$ cat config.mk
export PLATFORM = sky130hd
export DESIGN_NAME = axis_pkg_counter_gen_flat
export DESIGN_NICKNAME = d
export VERILOG_FILES = /design/src/rtl/axis_pkg_counter_gen_if.sv /design/src/rtl/axis_pkg_counter_gen.sv /design/src/flat_wrapper.sv
export SDC_FILE = /design/constraint.sdc
export NUM_CORES = 1
export LEC_CHECK = 0
export CORE_MARGIN = 2
export CORE_UTILIZATION = 53
export CTS_CLUSTER_SIZE = 14
export DETAILED_ROUTE_END_ITERATION = 8
export HOLD_SLACK_MARGIN = 0.06
export PLACE_DENSITY = 0.87
export RECOVER_POWER = 25
export SYNTH_ARGS = -nofsm -noshare
export SYNTH_HDL_FRONTEND = slang
export SYNTH_SLANG_ARGS = --single-unit
$ cat constraint.sdc
create_clock -name clk -period 2.2 [get_ports clk]
set_input_delay 0.44 -clock clk [delete_from_list [all_inputs] [get_ports clk]]
set_output_delay 0.44 -clock clk [all_outputs]
set_load 0.005 [all_outputs]
$ cat src/rtl/axis_pkg_counter_gen_if.sv
// AXI4-Stream master-to-consumer bundle used by the package-count generator.
interface axis_pkg_counter_gen_if #(
  parameter int unsigned TDATA_W = 3
) ();
  logic               tvalid;
  logic               tready;
  logic [TDATA_W-1:0] tdata;
  logic               tlast;

  modport master (output tvalid, output tdata, output tlast, input tready);
  modport slave  (input tvalid, input tdata, input tlast, output tready);
endinterface

$ cat src/rtl/axis_pkg_counter_gen.sv
// Package-count generator: a tick counter frames packages, each package count is
// queued in a FWFT FIFO and serialised LSB-beat-first onto an AXI-Stream master.
module axis_pkg_counter_gen #(
  parameter int unsigned CNT_W       = 6,
  parameter int unsigned TDATA_W     = 3,
  parameter int unsigned TICK_PERIOD = 11,
  parameter int unsigned FIFO_DEPTH  = 8,
  parameter int unsigned DROP_W      = 8
) (
  input  logic                          clk,
  input  logic                          rst,
  input  logic                          i_start,
  input  logic [CNT_W-1:0]              i_cnt_limit,
  axis_pkg_counter_gen_if.master        m_axis,
  output logic [$clog2(FIFO_DEPTH):0]   o_fifo_level,
  output logic [DROP_W-1:0]             o_drop_cnt
);

  localparam int unsigned BEATS  = (CNT_W + TDATA_W - 1) / TDATA_W;
  localparam int unsigned SHR_W  = BEATS * TDATA_W;
  localparam int unsigned TICK_W = $clog2(TICK_PERIOD);
  localparam int unsigned ADDR_W = $clog2(FIFO_DEPTH);
  localparam int unsigned LVL_W  = ADDR_W + 1;
  localparam int unsigned BEAT_W = (BEATS > 1) ? $clog2(BEATS) : 1;

  localparam logic [TICK_W-1:0] TICK_LAST = TICK_W'(TICK_PERIOD - 1);
  localparam logic [BEAT_W-1:0] BEAT_LAST = BEAT_W'(BEATS - 1);

  typedef enum logic {
    S_IDLE,
    S_SEND
  } state_t;

  logic [TICK_W-1:0] r_tick;
  logic [CNT_W-1:0]  r_pkg;
  logic [DROP_W-1:0] r_drop;
  logic [CNT_W-1:0]  r_mem [FIFO_DEPTH];
  logic [ADDR_W-1:0] r_wptr;
  logic [ADDR_W-1:0] r_rptr;
  logic [LVL_W-1:0]  r_level;
  state_t            r_state;
  logic [SHR_W-1:0]  r_shreg;
  logic [BEAT_W-1:0] r_beat;

  logic              w_tick_end;
  logic              w_push;
  logic              w_full;
  logic              w_empty;
  logic              w_wr;
  logic              w_pop;
  logic              w_shift;
  logic              w_last_beat;
  logic [CNT_W-1:0]  w_pkg_nxt;
  logic [CNT_W-1:0]  w_head;
  state_t            w_state_nxt;

  assign w_tick_end  = (r_tick == TICK_LAST);
  assign w_push      = w_tick_end && i_start;
  assign w_pkg_nxt   = (r_pkg >= i_cnt_limit) ? '0 : r_pkg + CNT_W'(1);
  // Fullness is judged on the registered level, so a same-cycle pop never rescues a push.
  assign w_full      = (r_level == LVL_W'(FIFO_DEPTH));
  assign w_empty     = (r_level == '0);
  assign w_wr        = w_push && !w_full;
  assign w_head      = r_mem[r_rptr];
  assign w_last_beat = (r_beat == BEAT_LAST);

  always_ff @(posedge clk) begin
    if (rst) begin
      r_tick <= '0;
    end else begin
      r_tick <= w_tick_end ? '0 : r_tick + TICK_W'(1);
    end
  end

  always_ff @(posedge clk) begin
    if (rst) begin
      r_pkg  <= '0;
      r_drop <= '0;
    end else begin
      if (w_push) begin
        r_pkg <= w_pkg_nxt;
      end
      if (w_push && w_full && (r_drop != '1)) begin
        r_drop <= r_drop + DROP_W'(1);
      end
    end
  end

  always_ff @(posedge clk) begin
    if (w_wr) begin
      r_mem[r_wptr] <= w_pkg_nxt;
    end
  end

  always_ff @(posedge clk) begin
    if (rst) begin
      r_wptr  <= '0;
      r_rptr  <= '0;
      r_level <= '0;
    end else begin
      if (w_wr) begin
        r_wptr <= r_wptr + ADDR_W'(1);
      end
      if (w_pop) begin
        r_rptr <= r_rptr + ADDR_W'(1);
      end
      r_level <= r_level + LVL_W'(w_wr) - LVL_W'(w_pop);
    end
  end

  always_ff @(posedge clk) begin
    if (rst) begin
      r_state <= S_IDLE;
    end else begin
      r_state <= w_state_nxt;
    end
  end

  // tvalid is exactly "in SEND", so a handshake in SEND reduces to tready.
  always_comb begin
    w_state_nxt = r_state;
    w_pop       = 1'b0;
    w_shift     = 1'b0;
    case (r_state)
      S_IDLE: begin
        if (!w_empty) begin
          w_pop       = 1'b1;
          w_state_nxt = S_SEND;
        end
      end
      S_SEND: begin
        if (m_axis.tready) begin
          if (!w_last_beat) begin
            w_shift = 1'b1;
          end else if (!w_empty) begin
            w_pop = 1'b1;
          end else begin
            w_state_nxt = S_IDLE;
          end
        end
      end
    endcase
  end

  always_ff @(posedge clk) begin
    if (rst) begin
      r_shreg <= '0;
      r_beat  <= '0;
    end else if (w_pop) begin
      r_shreg <= SHR_W'(w_head);
      r_beat  <= '0;
    end else if (w_shift) begin
      r_shreg <= r_shreg >> TDATA_W;
      r_beat  <= r_beat + BEAT_W'(1);
    end
  end

  assign m_axis.tvalid = (r_state == S_SEND);
  assign m_axis.tdata  = r_shreg[TDATA_W-1:0];
  assign m_axis.tlast  = (r_state == S_SEND) && w_last_beat;

  assign o_fifo_level  = r_level;
  assign o_drop_cnt    = r_drop;

endmodule

$ cat src/flat_wrapper.sv
// flat-port wrapper written by rule: the top's interface ports become plain ports
module axis_pkg_counter_gen_flat 
#(
  parameter int unsigned CNT_W       = 6,
  parameter int unsigned TDATA_W     = 3,
  parameter int unsigned TICK_PERIOD = 11,
  parameter int unsigned FIFO_DEPTH  = 8,
  parameter int unsigned DROP_W      = 8
)
  (clk, rst, i_start, i_cnt_limit, o_fifo_level, o_drop_cnt, m_axis_tvalid, m_axis_tdata, m_axis_tlast, m_axis_tready);
  axis_pkg_counter_gen_if #(.TDATA_W(TDATA_W)) m_axis_i ();
  input  logic clk;
  input  logic rst;
  input  logic i_start;
  input  logic [CNT_W-1:0] i_cnt_limit;
  output logic [$clog2(FIFO_DEPTH):0] o_fifo_level;
  output logic [DROP_W-1:0] o_drop_cnt;
  output wire logic [$bits(m_axis_i.tvalid)-1:0] m_axis_tvalid;
  output wire logic [$bits(m_axis_i.tdata)-1:0] m_axis_tdata;
  output wire logic [$bits(m_axis_i.tlast)-1:0] m_axis_tlast;
  input wire logic [$bits(m_axis_i.tready)-1:0] m_axis_tready;
  assign m_axis_tvalid = m_axis_i.tvalid;
  assign m_axis_tdata = m_axis_i.tdata;
  assign m_axis_tlast = m_axis_i.tlast;
  assign m_axis_i.tready = m_axis_tready;
  axis_pkg_counter_gen #(.CNT_W(CNT_W), .TDATA_W(TDATA_W), .TICK_PERIOD(TICK_PERIOD), .FIFO_DEPTH(FIFO_DEPTH), .DROP_W(DROP_W)) u_core (.clk(clk), .rst(rst), .i_start(i_start), .i_cnt_limit(i_cnt_limit), .m_axis(m_axis_i), .o_fifo_level(o_fifo_level), .o_drop_cnt(o_drop_cnt));
endmodule
==> metrics <==
CTS Buf Count=9; post-synth top area share=36.1%; proportion of layout cells with a drive suffix above 1=19.7%; Die Width=90.7 um; Initial DRC Count=105; vias=2586; Post-DP Area=4500 um2; Setup WS post-layout=112 ps; antenna violations before repair=0; Setup crit end kind=flip-flop; post-synthesis async set-or-reset flop share=0%; final hold violations=0; Placer Congestion=0.807; ys flop type=edfxtp_1; slew margin rel.=57.3%; skew final=6.56 ps; area of the multi-input gates=1620 um2; worst reg-to-reg setup slack=110 ps; synthesized cell area=3990 um2; Hold Crit Start=u_core.r_tick[0]; pre-CTS setup slack=-365 ps; #FFs+latches synth=87; hold buffer count at cts=0; CTS Buffer Depth=2; Yosys warning total=0; Clk Latency, worst-skew pair=340 ps; Initial Util=55.0%; root buffer cell=clkbuf_8; Max IR drop VDD=0.000364 V; # port buffers=26; CTS tree=done; worst hold path type=reg -> reg; outcome=finished, final reports clean; post-synthesis adder-cell area fraction=6.15%; Reg2Reg Depth=10; Die Footprint=8230 um2; reg-to-reg startpoint=u_core.o_fifo_level[2]; total congestion overflow=0; combinational share of power=27.9%; post-route total power=4.14 mW; worst slew pin tran=641 ps; clock network power share=24.7%; GRT Total Usage=19.0%; Vias/cell=5.50; DRT antenna net count=0; Leak=1.71 nW; part of the power in registers=47.5%; final hold slack=468 ps; end of the worst hold path=u_core.r_tick[0]; worst path required time=2440 ps; Tcrit/Tclk final=94.9%; Core ar.=7250 um2; Sink Count=87; Area Growth Syn to Fin=17.9%; routed len/inst=15.1 um; f_max=479 MHz; Cells after Synth=317; Synth Area per Inst=12.6 um2; post-DP HPWL=4980 um; mux contribution to synthesized area=8.79%; RR Endpoint=u_core.o_fifo_level[1]; Post CTS Setup Buffer Count=0; setup violators final=0; min cycle time layout=2090 ps; total negative slack=0 ps; Internal=2.96 mW; Total Wirelength=7090 um; H-tree levels=3; Pre-Repair DR Iteration Count=4; Min-Delay Path Depth=1; Syn Nets=346; CP max FO=3; sw frac=28.5%; sequential fraction of the synthesis area=55.7%; Reg area=2220 um2; vias in the first global route=2574; Antenna Cells=0; Post-synth EDFFs=48; # Max-Cap Violations=0; die height=90.7 um; first-pass GRT wire length=12300 um; Synth Area in XOR/XNOR=2.64%; Final Instance Area=4700 um2; Slew Limit Fails=0; drt drc=0; Switching Power=1.18 mW; Synth cell types=54; largest net degree at the start of global routing=34; Nets=395; clock slew at reported path FFs=80 ps; pwr/cell area=881 nW/um2; I/O pin total=27; cell row count=31; Worst Setup Start Kind=flip-flop; CP arrival=2330 ps; area fraction in compound gates after synthesis=8.82%; RSZ-0062 raised after global routing=no; most area-hungry cell type in the Yosys netlist=edfxtp_1; simple-gate area share of the yosys netlist=13.5%; fillcell total=545; Setup CP Type=reg -> reg; top cells by area, synth=edfxtp_1, dfxtp_1, mux4_2; largest family of logic cells by synthesized area=simple AND/OR/NAND/NOR gates
==> logic make-up (layout without fill, tap and decap cells) <==
kind of cell    Yosys count  in the layout
compound gates           47             47
xor+xnor                 12             12
fa+ha+maj                19             19
buf+inv                  35             89
flops                    87             87
mux                      20             20
simple gates             97             97
==> worst max-delay path by stage <==
stage / cells after the start / from / slack, ps / endpoint
after detailed placement: 7 / i_cnt_limit[2] / -370 / u_core.r_mem[7][3]
after floorplan: 12 / u_core.o_fifo_level[2] / -9 / u_core.o_fifo_level[2]
after global routing: 7 / u_core.o_fifo_level[2] / 4 / u_core.r_shreg[1]
final: 10 / u_core.o_fifo_level[2] / 110 / u_core.o_fifo_level[1]
after global placement: 10 / m_axis_tready / -270 / u_core.o_fifo_level[2]
after CTS: 7 / i_cnt_limit[2] / 30 / u_core.r_mem[1][5]
==> cell usage after synthesis (3+ instances only) <==
master    count
buf_2         3
a211oi_1      4
nand2b_1      6
nand3_1      10
clkbuf_1      6
ha_1         18
buf_4         3
buf_6         4
o21ai_0       3
nor3_1        8
a21o_1        3
xor2_1        6
mux4_2       12
dfxtp_1      39
mux2i_1       8
nand2_1      12
nor2b_1       4
a21oi_1      15
xnor2_1       6
edfxtp_1     48
nand3b_1      8
nor2_1       29
o211ai_1      7
inv_1        17
nor4_1        5
==> power by group through the flow <==
stage | clock (mW) | sequential [mW] | combinational, mW
final | 1.02 | 1.97 | 1.15
after floorplan | 0 | 1.98 | 0.830
after detailed placement | 0 | 2.00 | 1.15
after CTS | 1.04 | 1.97 | 1.17
after global routing | 1.11 | 1.99 | 1.29
after global placement | 0 | 1.99 | 1.10
==> placed cells by master (no fill, tap or decap), types with 2 or more instances in the layout <==
cell / n
nor2_1: 26
inv_1: 17
xor2_1: 6
a211oi_1: 4
or3_1: 2
mux4_2: 12
nand2_1: 12
xnor2_1: 6
mux2i_1: 8
a21oi_1: 14
nand3b_1: 8
nand3_1: 10
clkdlybuf4s50_1: 14
nor2_2: 3
o211ai_1: 7
o2111ai_1: 2
nand2b_1: 6
clkbuf_1: 6
ha_1: 16
nor4_1: 5
o21ai_0: 3
buf_4: 24
nor3_1: 8
clkinv_2: 3
dlygate4sd3_1: 11
a21o_1: 3
nor3b_4: 2
dfxtp_1: 38
edfxtp_1: 48
clkbuf_8: 10
ha_2: 2
nor2b_1: 3
==> routing by layer <==
layer / track usage (%) / share of wire [%] / up-vias
li1: - / - / 1276
met1: 24.7 / 44 / 1233
met2: 31.5 / 50 / 64
met3: 3.76 / 4.4 / 13
met4: 7.18 / 1.7 / 0
met5: 0 / 0 / -
==> per-stage QoR <==
step | std cells | util [%]
finish | 470 | 64.8
global route | 470 | 64.8
CTS | 470 | 64.7
detailed placement | 454 | 62.1
global placement | 454 | 62.1
floorplan | 317 | -
==> critical path: stages, from the launching register on <==
cell and delay (ps):
dfxtp_2 340, inv_2 80, ha_2 180, nor3b_4 210, nor2b_2 70, ha_1 270, inv_1 70, ha_2 180
inv_1 50, fa_2 510, nor2_1 40
==> flip-flops by register name, indices dropped and copies added (netlist names), named ones only <==
register              flops
u_core.r_rptr             3
u_core.r_mem             48
u_core.r_wptr             3
u_core.r_pkg              6
u_core.r_shreg            6
u_core.m_axis.tvalid      1
u_core.r_tick             4
u_core.o_fifo_level       4
u_core.o_drop_cnt         8
u_core.r_beat             1
==> layout make-up <==
cell class / count / area share [%]
Timing Repair Buffer: 55 / 10.2
Tap cell: 99 / 2.63
Multi-Input combinational cell: 195 / 34.5
Inverter: 18 / 1.44
Sequential cell: 87 / 47.3
Clock inverter: 3 / 0.319
Clock buffer: 13 / 3.62
==> timing repair <==
item,in CTS,in global routing
resized for setup,1,9
pin swaps,0,1
hold endpoints to repair,0,0
endpoints found under the setup margin,8,53
Power figures use the tool's default switching activity.
